`src/rtl/div_unit_pkg.sv`:
```
// Shared encodings for the RV32M divider.
// Op codes, FSM states and the iteration count.
package div_unit_pkg;

  localparam logic [1:0] DIV_OP_DIV  = 2'b00;
  localparam logic [1:0] DIV_OP_DIVU = 2'b01;
  localparam logic [1:0] DIV_OP_REM  = 2'b10;
  localparam logic [1:0] DIV_OP_REMU = 2'b11;

  localparam int DIV_ITER = 32;

  typedef enum logic [1:0] {
    DIV_ST_IDLE = 2'd0,
    DIV_ST_CALC = 2'd1,
    DIV_ST_DONE = 2'd2
  } div_state_e;

endpackage

```
`src/rtl/div_unit.sv`:
```
// Radix-2 restoring divider for DIV/DIVU/REM/REMU.
// One op in flight; special cases skip the iteration loop.
module div_unit
  import div_unit_pkg::*;
#(
  parameter int DATA_W = 32,
  parameter int CNT_W  = 6
) (
  input  logic              clk_i,
  input  logic              rst_n_i,
  input  logic              div_start_i,
  input  logic [1:0]        div_op_i,
  input  logic [DATA_W-1:0] dividend_i,
  input  logic [DATA_W-1:0] divisor_i,
  input  logic              flush_i,
  output logic              div_res_ready_o,
  output logic [DATA_W-1:0] div_result_o,
  output logic              div_busy_o
);

  localparam logic [DATA_W-1:0] MIN_NEG = {1'b1, {(DATA_W-1){1'b0}}};
  localparam logic [CNT_W-1:0]  LAST    = CNT_W'(DIV_ITER - 1);

  div_state_e        state_q, state_d;
  logic [CNT_W-1:0]  cnt_q, cnt_d;
  logic [DATA_W-1:0] rem_q, rem_d;
  logic [DATA_W-1:0] quo_q, quo_d;
  logic [DATA_W-1:0] dvs_q, dvs_d;
  logic [DATA_W-1:0] res_q, res_d;
  logic [DATA_W-1:0] result_q, result_d;
  logic              sel_rem_q, sel_rem_d;
  logic              neg_q_q, neg_q_d;
  logic              neg_r_q, neg_r_d;
  logic              ready_q, ready_d;

  logic              is_signed, s1, s2;
  logic [DATA_W-1:0] a_mag, b_mag;
  logic [DATA_W:0]   rem_sh, diff;
  logic              take;
  logic [DATA_W-1:0] rem_n, quo_n, q_fix, r_fix;

  always_comb begin
    is_signed = ~div_op_i[0];
    s1        = is_signed & dividend_i[DATA_W-1];
    s2        = is_signed & divisor_i[DATA_W-1];
    a_mag     = s1 ? -dividend_i : dividend_i;
    b_mag     = s2 ? -divisor_i : divisor_i;

    // Trial subtract one bit wider so the borrow shows the sign.
    rem_sh = {rem_q, quo_q[DATA_W-1]};
    diff   = rem_sh - {1'b0, dvs_q};
    take   = ~diff[DATA_W];
    rem_n  = take ? diff[DATA_W-1:0] : rem_sh[DATA_W-1:0];
    quo_n  = {quo_q[DATA_W-2:0], take};
    q_fix  = neg_q_q ? -quo_n : quo_n;
    r_fix  = neg_r_q ? -rem_n : rem_n;

    state_d   = state_q;
    cnt_d     = cnt_q;
    rem_d     = rem_q;
    quo_d     = quo_q;
    dvs_d     = dvs_q;
    res_d     = res_q;
    result_d  = result_q;
    sel_rem_d = sel_rem_q;
    neg_q_d   = neg_q_q;
    neg_r_d   = neg_r_q;
    ready_d   = 1'b0;

    unique case (state_q)
      DIV_ST_IDLE: begin
        if (div_start_i && !flush_i) begin
          sel_rem_d = div_op_i[1];
          if (divisor_i == '0) begin
            res_d   = div_op_i[1] ? dividend_i : '1;
            state_d = DIV_ST_DONE;
          end else if (is_signed && dividend_i == MIN_NEG
                       && divisor_i == '1) begin
            res_d   = div_op_i[1] ? '0 : MIN_NEG;
            state_d = DIV_ST_DONE;
          end else begin
            quo_d   = a_mag;
            dvs_d   = b_mag;
            rem_d   = '0;
            cnt_d   = '0;
            neg_q_d = s1 ^ s2;
            neg_r_d = s1;
            state_d = DIV_ST_CALC;
          end
        end
      end
      DIV_ST_CALC: begin
        rem_d = rem_n;
        quo_d = quo_n;
        cnt_d = cnt_q + 1'b1;
        if (cnt_q == LAST) begin
          res_d   = sel_rem_q ? r_fix : q_fix;
          state_d = DIV_ST_DONE;
        end
      end
      DIV_ST_DONE: begin
        ready_d  = 1'b1;
        result_d = res_q;
        state_d  = DIV_ST_IDLE;
      end
      default: state_d = DIV_ST_IDLE;
    endcase

    if (flush_i) state_d = DIV_ST_IDLE;
  end

  always_ff @(posedge clk_i) begin
    if (!rst_n_i) begin
      state_q   <= DIV_ST_IDLE;
      cnt_q     <= '0;
      rem_q     <= '0;
      quo_q     <= '0;
      dvs_q     <= '0;
      res_q     <= '0;
      result_q  <= '0;
      sel_rem_q <= 1'b0;
      neg_q_q   <= 1'b0;
      neg_r_q   <= 1'b0;
      ready_q   <= 1'b0;
    end else begin
      state_q   <= state_d;
      cnt_q     <= cnt_d;
      rem_q     <= rem_d;
      quo_q     <= quo_d;
      dvs_q     <= dvs_d;
      res_q     <= res_d;
      result_q  <= result_d;
      sel_rem_q <= sel_rem_d;
      neg_q_q   <= neg_q_d;
      neg_r_q   <= neg_r_d;
      ready_q   <= ready_d;
    end
  end

  assign div_res_ready_o = ready_q;
  assign div_result_o    = result_q;
  assign div_busy_o      = (state_q != DIV_ST_IDLE);

endmodule

```
`config.mk`:
```
export PLATFORM = sky130hd
export DESIGN_NAME = div_unit
export DESIGN_NICKNAME = d
export VERILOG_FILES = /design/src/rtl/div_unit_pkg.sv /design/src/rtl/div_unit.sv
export SDC_FILE = /design/constraint.sdc
export NUM_CORES = 1
export LEC_CHECK = 0
export CORE_ASPECT_RATIO = 0.8
export CORE_MARGIN = 8
export CORE_UTILIZATION = 60
export DETAILED_ROUTE_END_ITERATION = 6
export PLACE_DENSITY_LB_ADDON = 0.1
export SETUP_SLACK_MARGIN = 0.1
export SLEW_MARGIN = 40
export SYNTH_ARGS = -nofsm -noshare
export SYNTH_HDL_FRONTEND = slang
export SYNTH_SLANG_ARGS = --single-unit
```
`constraint.sdc`:
```
create_clock -name clk_i -period 7.6 [get_ports clk_i]
set_input_delay 1.52 -clock clk_i [delete_from_list [all_inputs] [get_ports clk_i]]
set_output_delay 1.52 -clock clk_i [all_outputs]
set_load 0.01 [all_outputs]
```
==> flow_summary_export.csv, run 1 <==
group,metric,value,unit
grt,grt_first_pass_wirelength,70.4,mm
timing,hold_viol,0,
placed_design,place_inst,2045,
cts,cts_buffers,17,
layout,finalInstanceArea,14600,µm²
setup_path,crit_chain,"inv_1 -> ha_1 -> inv_1 -> fa_1 -> a211oi_2 -> o21ai_2 -> a21oi_2 -> a2111oi_4 -> o21a_2 -> nor2_8 -> inv_2 -> a21oi_1 -> ha_1 -> or4b_2 -> or3_1 -> a21o_1 -> nand2_1 -> nand4_1 -> o31ai_1 -> mux2i_1 -> o211ai_1",
cts,cts_hold_buf,0,
timing,setup_viol,0,
timing,period_share,82.3,%
route,drc,0,
timing,slew_viol_final,0,
route,vias,13700,
setup_path,rr_startpoint,"quo_q[31]",
route,drt_first_iter_violations,1831,
cts,clk_latency,450,ps
hold_path,whs_path_depth,2,
placed_design,globalplace.congestion,0.963,
floorplan,die_h,147,µm
setup_path,critical_path_class,"reg2reg",
timing,max_freq,0.160,GHz
timing,fin_tns_setup,0,ps
synthesis,synth_simple_gate_area_share,24.0,%
timing,skew,15.8,ps
cts,cts.sinks,172,
grt,antenna_found_initial,2,
synthesis,synth-edff-count,0,
hold_path,hp-start,"res_q[6]",
cts,clock_path_buffers,2,
cts,cts_root_buf,"clkbuf_16",
layout,multi_input_area,8790,µm²
synthesis,syn_area_per_cell,7.31,µm²
layout,fin_cells,2077,
synthesis,synth_largest_area_cell,"dfxtp_1",
grt,first_global_vias,12400,
setup_path,regToRegEndpoint,"res_q[30]",
route,ant_nets,0,
hold_path,hold_end,"div_result_o[6]",
outcome,outcome,"complete, no violations",
synthesis,synth_xor_area_share,8.42,%
floorplan,fp.dieW,180,µm
grt,gr-total-overflow,0,
timing,tightest_slew,860,ps
synthesis,muxShareOfSynthArea,1.95,%
placed_design,dpl_cell_area,14000,µm²
route,drtPass1Iterations,7,
synthesis,ys_seq_area_share,26.7,%
synthesis,syn-num-nets,1874,
synthesis,synth-main-ff-cell,"dfxtp_1",
setup_path,critPathRequiredTime,7930,ps
cts,post-cts-setup-buffers,0,
grt,grt_max_degree,83,
setup_path,arrival,6580,ps
layout,syn_to_final_growth,13.3,%
setup_path,worstRegToRegCells,21,
setup_path,ff2ff_setup_slack,1340,ps
route,vias_per_cell,6.61,
timing,min_period,6260,ps
power,fin_total_pwr,2.47,mW
placed_design,dp_hpwl,33.8,mm
layout,regArea,3440,µm²
cts,htreeDepth,4,
run,maxCapViolCount,0,
power,irDropWorstVdd,0.000141,V
synthesis,ys_warn_count,0,
setup_path,critPathSlowestCell,"or4b_2",
timing,relSlewSlack,42.7,%
floorplan,dieArea,26500,µm²
synthesis,synth_top_family_by_area,"compound AO/OA/AOI/OAI gates",
setup_path,cp_max_fo,38,
synthesis,syn-cell-area,12900,µm²
placed_design,portBuffers,103,
setup_path,cpPeakStageDelay,620,ps
synthesis,synth.most_common_cell,"nor2_1",
power,power_density,169,nW/µm²
synthesis,syn_inst,1765,
grt,grt_use_total,33.0,%
setup_path,worst_setup_path_start_kind,"register",
floorplan,pin_count,104,
cts,clk_pin_slew,90,ps
synthesis,synth_compound_area_share,29.6,%
layout,n_antenna_cell,0,
synthesis,synthArstFlopShare,0,%
layout,layout.nets,1898,
synthesis,synth_seq_cells,172,
synthesis,yosys-top-cells-count,"nor2_1, nand2_1, a21oi_1",
route,wl_per_cell,21.7,µm
timing,rsz0062_at_grt,"false",
layout,drive_above_1_share,6.77,%
layout,num-fill-cells,1856,
route,wirelength,45.1,mm
synthesis,synth_fa_ha_area_share,3.84,%
synthesis,synthTopCellsByArea,"dfxtp_1, a21oi_1, nor2_1",
setup_path,endpoint_kind,"register",
power,p_leak,5.32,nW
cts,cts_resized,0,
floorplan,row_count,48,
floorplan,start_util,60.5,%
hold_path,hold_class,"reg2reg",
setup_path,cp-startpoint,"quo_q[31]",
floorplan,coreArea,21300,µm²
synthesis,yosys.area.top_type_share,26.7,%
cts,cts_tree,"built",
synthesis,ys_types,99,
## critical path: cells and delay by family, from the launching register on
| kind | cells | cell delay [ps] |
|---|---|---|
| fa+ha+maj | 3 | 910 |
| mux | 1 | 220 |
| simple gates | 5 | 1850 |
| compound gates | 9 | 2200 |
| flops | 1 | 320 |
| buf+inv | 3 | 620 |
## how the worst max path moves through the flow
stage | slack (ps) | cells after the start | endpoint
after global routing | 930 | 21 | res_q[30]
after global placement | 1680 | 21 | res_q[30]
after CTS | 1460 | 21 | res_q[30]
after floorplan | 2410 | 25 | res_q[24]
final | 1340 | 21 | res_q[30]
after detailed placement | 1500 | 21 | res_q[30]
## power by group
group / switching, mW / internal, mW / total, mW
logic: 0.362 / 0.206 / 0.568
registers: 0.0309 / 0.931 / 0.962
clock network: 0.478 / 0.457 / 0.935
## per-layer routing
metal	global-route usage (%)	wire (µm)	up-vias
met5	0	27	-
met4	7.32	686	4
met3	9.62	5620	71
met2	48.0	18600	824
met1	47.1	20100	6357
li1	-	-	6471
## cells by family (layout without fill, tap and decap cells)
group                      after synthesis  in the layout
adders and majority gates               39             39
muxes                                   24             24
DFF                                    172            172
buffers and inverters                  179            216
and+or+nand+nor                        649            649
xor gates and xnor gates               124            124
AOI/OAI and AO/OA                      578            578
## cells in the final DEF, fill, tap and decap left out, types with 9 or more instances in the layout
cell type | Yosys | layout
nor4_1 | 13 | 13
nand4_1 | 25 | 25
nor2_1 | 211 | 210
nand2_1 | 208 | 208
and3_1 | 11 | 11
inv_1 | 61 | 61
a21oi_1 | 173 | 173
o21ai_0 | 127 | 127
a211oi_1 | 33 | 33
buf_4 | 3 | 17
xor2_1 | 49 | 49
o211ai_1 | 19 | 19
nand3_1 | 32 | 32
or3_1 | 19 | 19
clkbuf_16 | 0 | 17
clkdlybuf4s50_1 | 0 | 103
a31oi_1 | 25 | 25
o31ai_1 | 25 | 25
a21o_1 | 13 | 13
nor3_1 | 44 | 42
nand2b_1 | 12 | 9
ha_1 | 38 | 38
dfxtp_1 | 172 | 172
mux2i_1 | 18 | 18
or2_2 | 9 | 9
a221oi_1 | 22 | 22
xnor2_1 | 75 | 75
o21a_1 | 14 | 14
o22a_1 | 27 | 27
or4_1 | 15 | 15
o41ai_1 | 12 | 12
## metrics by stage
stage                     util, %  worst slack (ps)  hold WS, ps
final                        68.5              1340          451
after global routing         68.5               932          474
after CTS                    68.5              1460          452
after detailed placement     65.6              1500          443
after global placement       65.5              1680          438
after floorplan                 -              2410          429
## registers in the layout, summed over array words and instances (netlist names)
signal	count
cnt_q	6
div_res_ready_o	1
div_result_o	32
dvs_q	32
neg_q_q	1
neg_r_q	1
quo_q	32
rem_q	32
res_q	32
sel_rem_q	1
state_q	2
## layout make-up
| cell class | count | area share, % |
|---|---|---|
| well taps | 275 | 2.35 |
| clock buffers | 17 | 2.91 |
| inverters | 63 | 1.64 |
| clock inverters | 15 | 1.36 |
| flip-flops and latches | 172 | 23.6 |
| repair buffers | 121 | 8.01 |
| multi-input cells | 1414 | 60.2 |
(Power assumes the default switching activity.)
==> run 2, diff against run 1 <==
==> constraint.sdc (replaced) <==
create_clock -name clk_i -period 5.9 [get_ports clk_i]
set_input_delay 1.18 -clock clk_i [delete_from_list [all_inputs] [get_ports clk_i]]
set_output_delay 1.18 -clock clk_i [all_outputs]
set_load 0.01 [all_outputs]
==> flow_summary_export.csv, run 2 (synthesized netlist as in run 1, its figures left out) <==
group,metric,value,unit
hold_path,hold_end,"div_result_o[9]",
setup_path,regToRegEndpoint,"res_q[30]",
run,maxCapViolCount,0,
cts,htreeDepth,4,
route,vias_per_cell,6.71,
setup_path,cp_max_fo,13,
placed_design,dpl_cell_area,14000,µm²
route,ant_nets,0,
setup_path,arrival,5790,ps
grt,gr-total-overflow,0,
setup_path,crit_family,"compound AO/OA/AOI/OAI gates",
floorplan,pin_count,104,
setup_path,critPathRequiredTime,6230,ps
hold_path,whs_path_depth,2,
floorplan,row_count,48,
layout,drive_above_1_share,6.93,%
cts,cts_tree,"built",
layout,final_core_util,68.7,%
setup_path,crit_chain,"inv_1 -> ha_1 -> inv_1 -> fa_1 -> a211oi_2 -> o21ai_2 -> a21oi_2 -> a2111oi_4 -> o21a_4 -> nor2_8 -> inv_2 -> nor2_1 -> a21oi_1 -> ha_1 -> or4b_2 -> or3_1 -> a21o_1 -> nand2_1 -> nand4_1 -> o31ai_1 -> mux2i_1 -> o211ai_1",
setup_path,ff2ff_setup_slack,440,ps
power,power_density,215,nW/µm²
timing,relSlewSlack,44.6,%
route,vias,14000,
hold_path,hold_class,"reg2reg",
route,drt_first_iter_violations,2021,
route,wirelength,44.7,mm
cts,cts_root_buf,"clkbuf_16",
power,irDropWorstVdd,0.000228,V
setup_path,path_buf_inv,3,
cts,cts_buffers,17,
route,drc,0,
placed_design,dp_hpwl,33.0,mm
setup_path,worstRegToRegCells,22,
cts,clk_pin_slew,80,ps
layout,mostFrequentLayoutCell,"nor2_1",
setup_path,worst_setup_path_start_kind,"register",
power,p_leak,5.34,nW
layout,finalInstanceArea,14700,µm²
layout,syn_to_final_growth,13.6,%
grt,antenna_found_initial,2,
grt,first_global_vias,12500,
layout,most-common-layout-cells,"nor2_1, nand2_1, a21oi_1",
floorplan,fp.dieW,180,µm
power,fin_total_pwr,3.15,mW
cts,post-cts-setup-buffers,0,
timing,slew_viol_final,0,
timing,worst_slack,441,ps
grt,grt_max_degree,79,
placed_design,pre_cts_slack,491,ps
timing,skew,10.7,ps
placed_design,portBuffers,103,
setup_path,rr_startpoint,"quo_q[31]",
timing,period_share,92.5,%
floorplan,start_util,60.5,%
timing,fin_tns_setup,0,ps
floorplan,dieArea,26500,µm²
timing,setup_viol,0,
timing,tightest_slew,831,ps
timing,min_period,5460,ps
placed_design,place_inst,2047,
timing,hold_ws,452,ps
floorplan,die_h,147,µm
layout,fin_cells,2079,
grt,grt_use_total,32.5,%
layout,layout.nets,1900,
outcome,outcome,"complete, no violations",
timing,rsz0062_at_grt,"false",
grt,grt_first_pass_wirelength,69.6,mm
layout,multi_input_area,8800,µm²
timing,hold_viol,0,
route,drtPass1Iterations,7,
cts,clk_latency,450,ps
cts,cts_hold_buf,0,
floorplan,coreArea,21300,µm²
placed_design,globalplace.congestion,0.972,
hold_path,hp-start,"res_q[9]",
setup_path,critPathSlowestCell,"or4b_2",
route,wl_per_cell,21.5,µm
cts,clock_path_buffers,2,
cts,cts.sinks,172,
layout,num-fill-cells,1813,
layout,regArea,3440,µm²
timing,max_freq,0.183,GHz
setup_path,cpPeakStageDelay,610,ps
setup_path,critical_path_class,"reg2reg",
layout,n_antenna_cell,0,
setup_path,endpoint_kind,"register",
==> run 2: worst max path at each step <==
stage	from	end	slack (ps)	depth (start not counted)
6_report	quo_q[31]	res_q[30]	440	22
3_3_place_gp	quo_q[31]	res_q[30]	650	23
5_1_grt	quo_q[31]	res_q[24]	150	22
4_1_cts	quo_q[31]	res_q[30]	390	22
3_5_place_dp	quo_q[31]	res_q[24]	490	22
2_1_floorplan	quo_q[31]	res_q[24]	710	25
==> run 2: worst register-to-register path: stages, from the launching register on <==
cell	delay, ps
dfxtp_1	350
inv_1	60
ha_1	210
inv_1	70
fa_1	260
a211oi_2	120
o21ai_2	280
a21oi_2	150
a2111oi_4	470
o21a_4	310
nor2_8	70
inv_2	230
nor2_1	70
a21oi_1	260
ha_1	280
or4b_2	610
or3_1	430
a21o_1	220
nand2_1	160
nand4_1	140
o31ai_1	280
mux2i_1	220
o211ai_1	100
==> run 2: final cells by class <==
cell class	instances	share of cell area (%)
Multi-Input combinational cell	1414	60.1
Sequential cell	172	23.5
Timing Repair Buffer	123	8.23
Clock buffer	17	2.90
Tap cell	275	2.35
Inverter	63	1.63
Clock inverter	15	1.31
==> run 2: power by group <==
| part | total, mW | internal, mW | switching, mW |
|---|---|---|---|
| registers | 1.24 | 1.20 | 0.0404 |
| logic | 0.731 | 0.267 | 0.464 |
| clock network | 1.18 | 0.578 | 0.603 |
==> run 2: what timing repair did <==
item / in CTS / in global routing
setup endpoints to repair: 0 / 3
hold endpoints to repair: 0 / 0
resized for setup: 0 / 1
==> run 2: routing by layer <==
metal	share of wire (%)	routed length (µm)	up-vias	GRT usage, %
met3	13	5960	79	10.8
met1	44	19600	6489	45.5
met2	41	18100	906	46.9
li1	-	-	6472	-
met4	2.2	963	4	8.44
met5	0.060	27	-	0
==> run 3, diff against run 2 <==
--- a/config.mk
+++ b/config.mk
@@ -11,7 +11,6 @@
 export DETAILED_ROUTE_END_ITERATION = 6
 export PLACE_DENSITY_LB_ADDON = 0.1
 export SETUP_SLACK_MARGIN = 0.1
-export SLEW_MARGIN = 40
 export SYNTH_ARGS = -nofsm -noshare
 export SYNTH_HDL_FRONTEND = slang
 export SYNTH_SLANG_ARGS = --single-unit
==> flow_summary_export.csv, run 3 (synthesized netlist as in run 1, its figures left out) <==
group,metric,value,unit
outcome,outcome,"complete, no violations",
setup_path,path_buf_inv,3,
timing,skew,12.4,ps
timing,setup_viol,0,
layout,drive_above_1_share,6.76,%
floorplan,start_util,60.5,%
cts,cts_tree,"built",
floorplan,row_count,48,
route,vias,13900,
run,maxCapViolCount,0,
hold_path,hold_class,"reg2reg",
power,irDropWorstVdd,0.000220,V
hold_path,whs_path_depth,2,
cts,clk_pin_slew,80,ps
floorplan,die_h,147,µm
grt,antenna_found_initial,0,
route,vias_per_cell,6.70,
route,drt_first_iter_violations,2084,
power,p_leak,5.34,nW
layout,syn_to_final_growth,13.5,%
route,wl_per_cell,21.3,µm
cts,clock_path_buffers,2,
timing,min_period,5390,ps
grt,grt_first_pass_wirelength,69.3,mm
timing,hold_viol,0,
route,drtPass1Iterations,7,
cts,htreeDepth,4,
placed_design,portBuffers,103,
timing,max_freq,0.186,GHz
cts,cts.sinks,172,
timing,slew_viol_final,0,
route,drc,0,
layout,layout.nets,1900,
floorplan,pin_count,104,
timing,period_share,91.3,%
floorplan,fp.dieW,180,µm
setup_path,crit_family,"simple AND/OR/NAND/NOR gates",
route,wirelength,44.3,mm
cts,cts_root_buf,"clkbuf_16",
route,ant_nets,0,
floorplan,dieArea,26500,µm²
layout,most-common-layout-cells,"nor2_1, nand2_1, a21oi_1",
timing,hold_ws,452,ps
setup_path,critPathSlowestCell,"a2111oi_4",
timing,rsz0062_at_grt,"false",
setup_path,cp_max_fo,13,
placed_design,globalplace.congestion,0.972,
setup_path,arrival,5770,ps
setup_path,critPathRequiredTime,6280,ps
timing,relSlewSlack,21.4,%
placed_design,dp_hpwl,32.9,mm
layout,num-fill-cells,1849,
layout,mostFrequentLayoutCell,"nor2_1",
setup_path,worst_setup_path_start_kind,"register",
cts,cts_buffers,17,
setup_path,critical_path_class,"reg2reg",
setup_path,cp.depth,23,
grt,grt_max_degree,84,
grt,grt_use_total,32.3,%
setup_path,endpoint_kind,"register",
timing,tightest_slew,1180,ps
setup_path,worstRegToRegCells,23,
power,power_density,215,nW/µm²
grt,gr-total-overflow,0,
grt,first_global_vias,12500,
floorplan,coreArea,21300,µm²
setup_path,crit_chain,"inv_1 -> ha_1 -> inv_1 -> fa_1 -> a211oi_2 -> o21ai_2 -> a21oi_2 -> a2111oi_4 -> o21a_4 -> nor2_8 -> inv_2 -> ha_1 -> or3b_2 -> or2_2 -> nor4_2 -> nand4_1 -> o21ai_0 -> xnor2_1 -> nor2_1 -> or4_1 -> nor2_1 -> mux2i_1 -> o211ai_1",
timing,fin_tns_setup,0,ps
layout,n_antenna_cell,0,
setup_path,cpPeakStageDelay,480,ps
cts,clk_latency,450,ps
-- run 3: cell count changes in the layout (fill, tap and decap cells not counted), moves of 2 or more --
| cell | previous run | this run |
|---|---|---|
| clkinv_8 | 7 | 5 |
| inv_12 | 0 | 2 |
| nor2b_1 | 5 | 7 |
| nor2b_2 | 3 | 1 |
-- run 3: through the flow --
stage               instance area, µm²  total power [mW]  utilization [%]  cells  setup WS (ps)
floorplan                        12900              1.74                -   1765            713
global placement                 14000              1.95             65.6   2046            650
detailed placement               14000              1.96             65.6   2046            518
CTS                              14600              3.11             68.5   2078            435
global route                     14600              3.25             68.7   2079           81.4
finish                           14600              3.15             68.7   2079            511
-- run 3: worst register-to-register path, stage by stage (launching register included) --
cell and delay, ps:
dfxtp_1 350, inv_1 60, ha_1 210, inv_1 80, fa_1 270, a211oi_2 130, o21ai_2 280, a21oi_2 150
a2111oi_4 480, o21a_4 310, nor2_8 70, inv_2 230, ha_1 230, or3b_2 470, or2_2 360, nor4_2 290
nand4_1 190, o21ai_0 240, xnor2_1 150, nor2_1 80, or4_1 420, nor2_1 100, mux2i_1 80, o211ai_1 90
-- run 3: power by group --
group,switching (mW),internal (mW),total (mW),leakage (nW)
sequential,0.0404,1.20,1.24,1.40
combinational,0.460,0.266,0.726,3.64
clock,0.600,0.581,1.18,0.297
-- run 3: metal layers --
layer	part of all wire (%)	up-vias	global-route usage, %	routed length [µm]
li1	-	6455	-	-
met1	44	6519	45.8	19500
met2	41	883	46.1	18000
met3	13	75	10.3	5910
met4	1.9	0	8.65	836
met5	0	-	0	0
-- run 3: path summary, 6_finish.rpt --
kind              startpoint          endpoint  slack, ps
setup reg to reg   quo_q[31]         res_q[30]        510
hold / removal     res_q[27]  div_result_o[27]        450
setup / recovery   quo_q[31]         res_q[30]        510
hold reg to reg    res_q[27]  div_result_o[27]        450
-- run 3: layout make-up --
cell class / count / area [µm²] / share of cell area, %
clock buffers: 17 / 425 / 2.91
clock inverters: 15 / 189 / 1.29
inverters: 63 / 239 / 1.63
multi-input cells: 1414 / 8810 / 60.1
flip-flops and latches: 172 / 3440 / 23.5
well taps: 275 / 344 / 2.35
repair buffers: 123 / 1190 / 8.15
-- run 3: what timing repair did --
item,in CTS,in global routing
endpoints found under the setup margin,0,3
buffers inserted,0,1
gates resized for setup,0,4
hold endpoints to repair,0,0
hold buffers,0,0
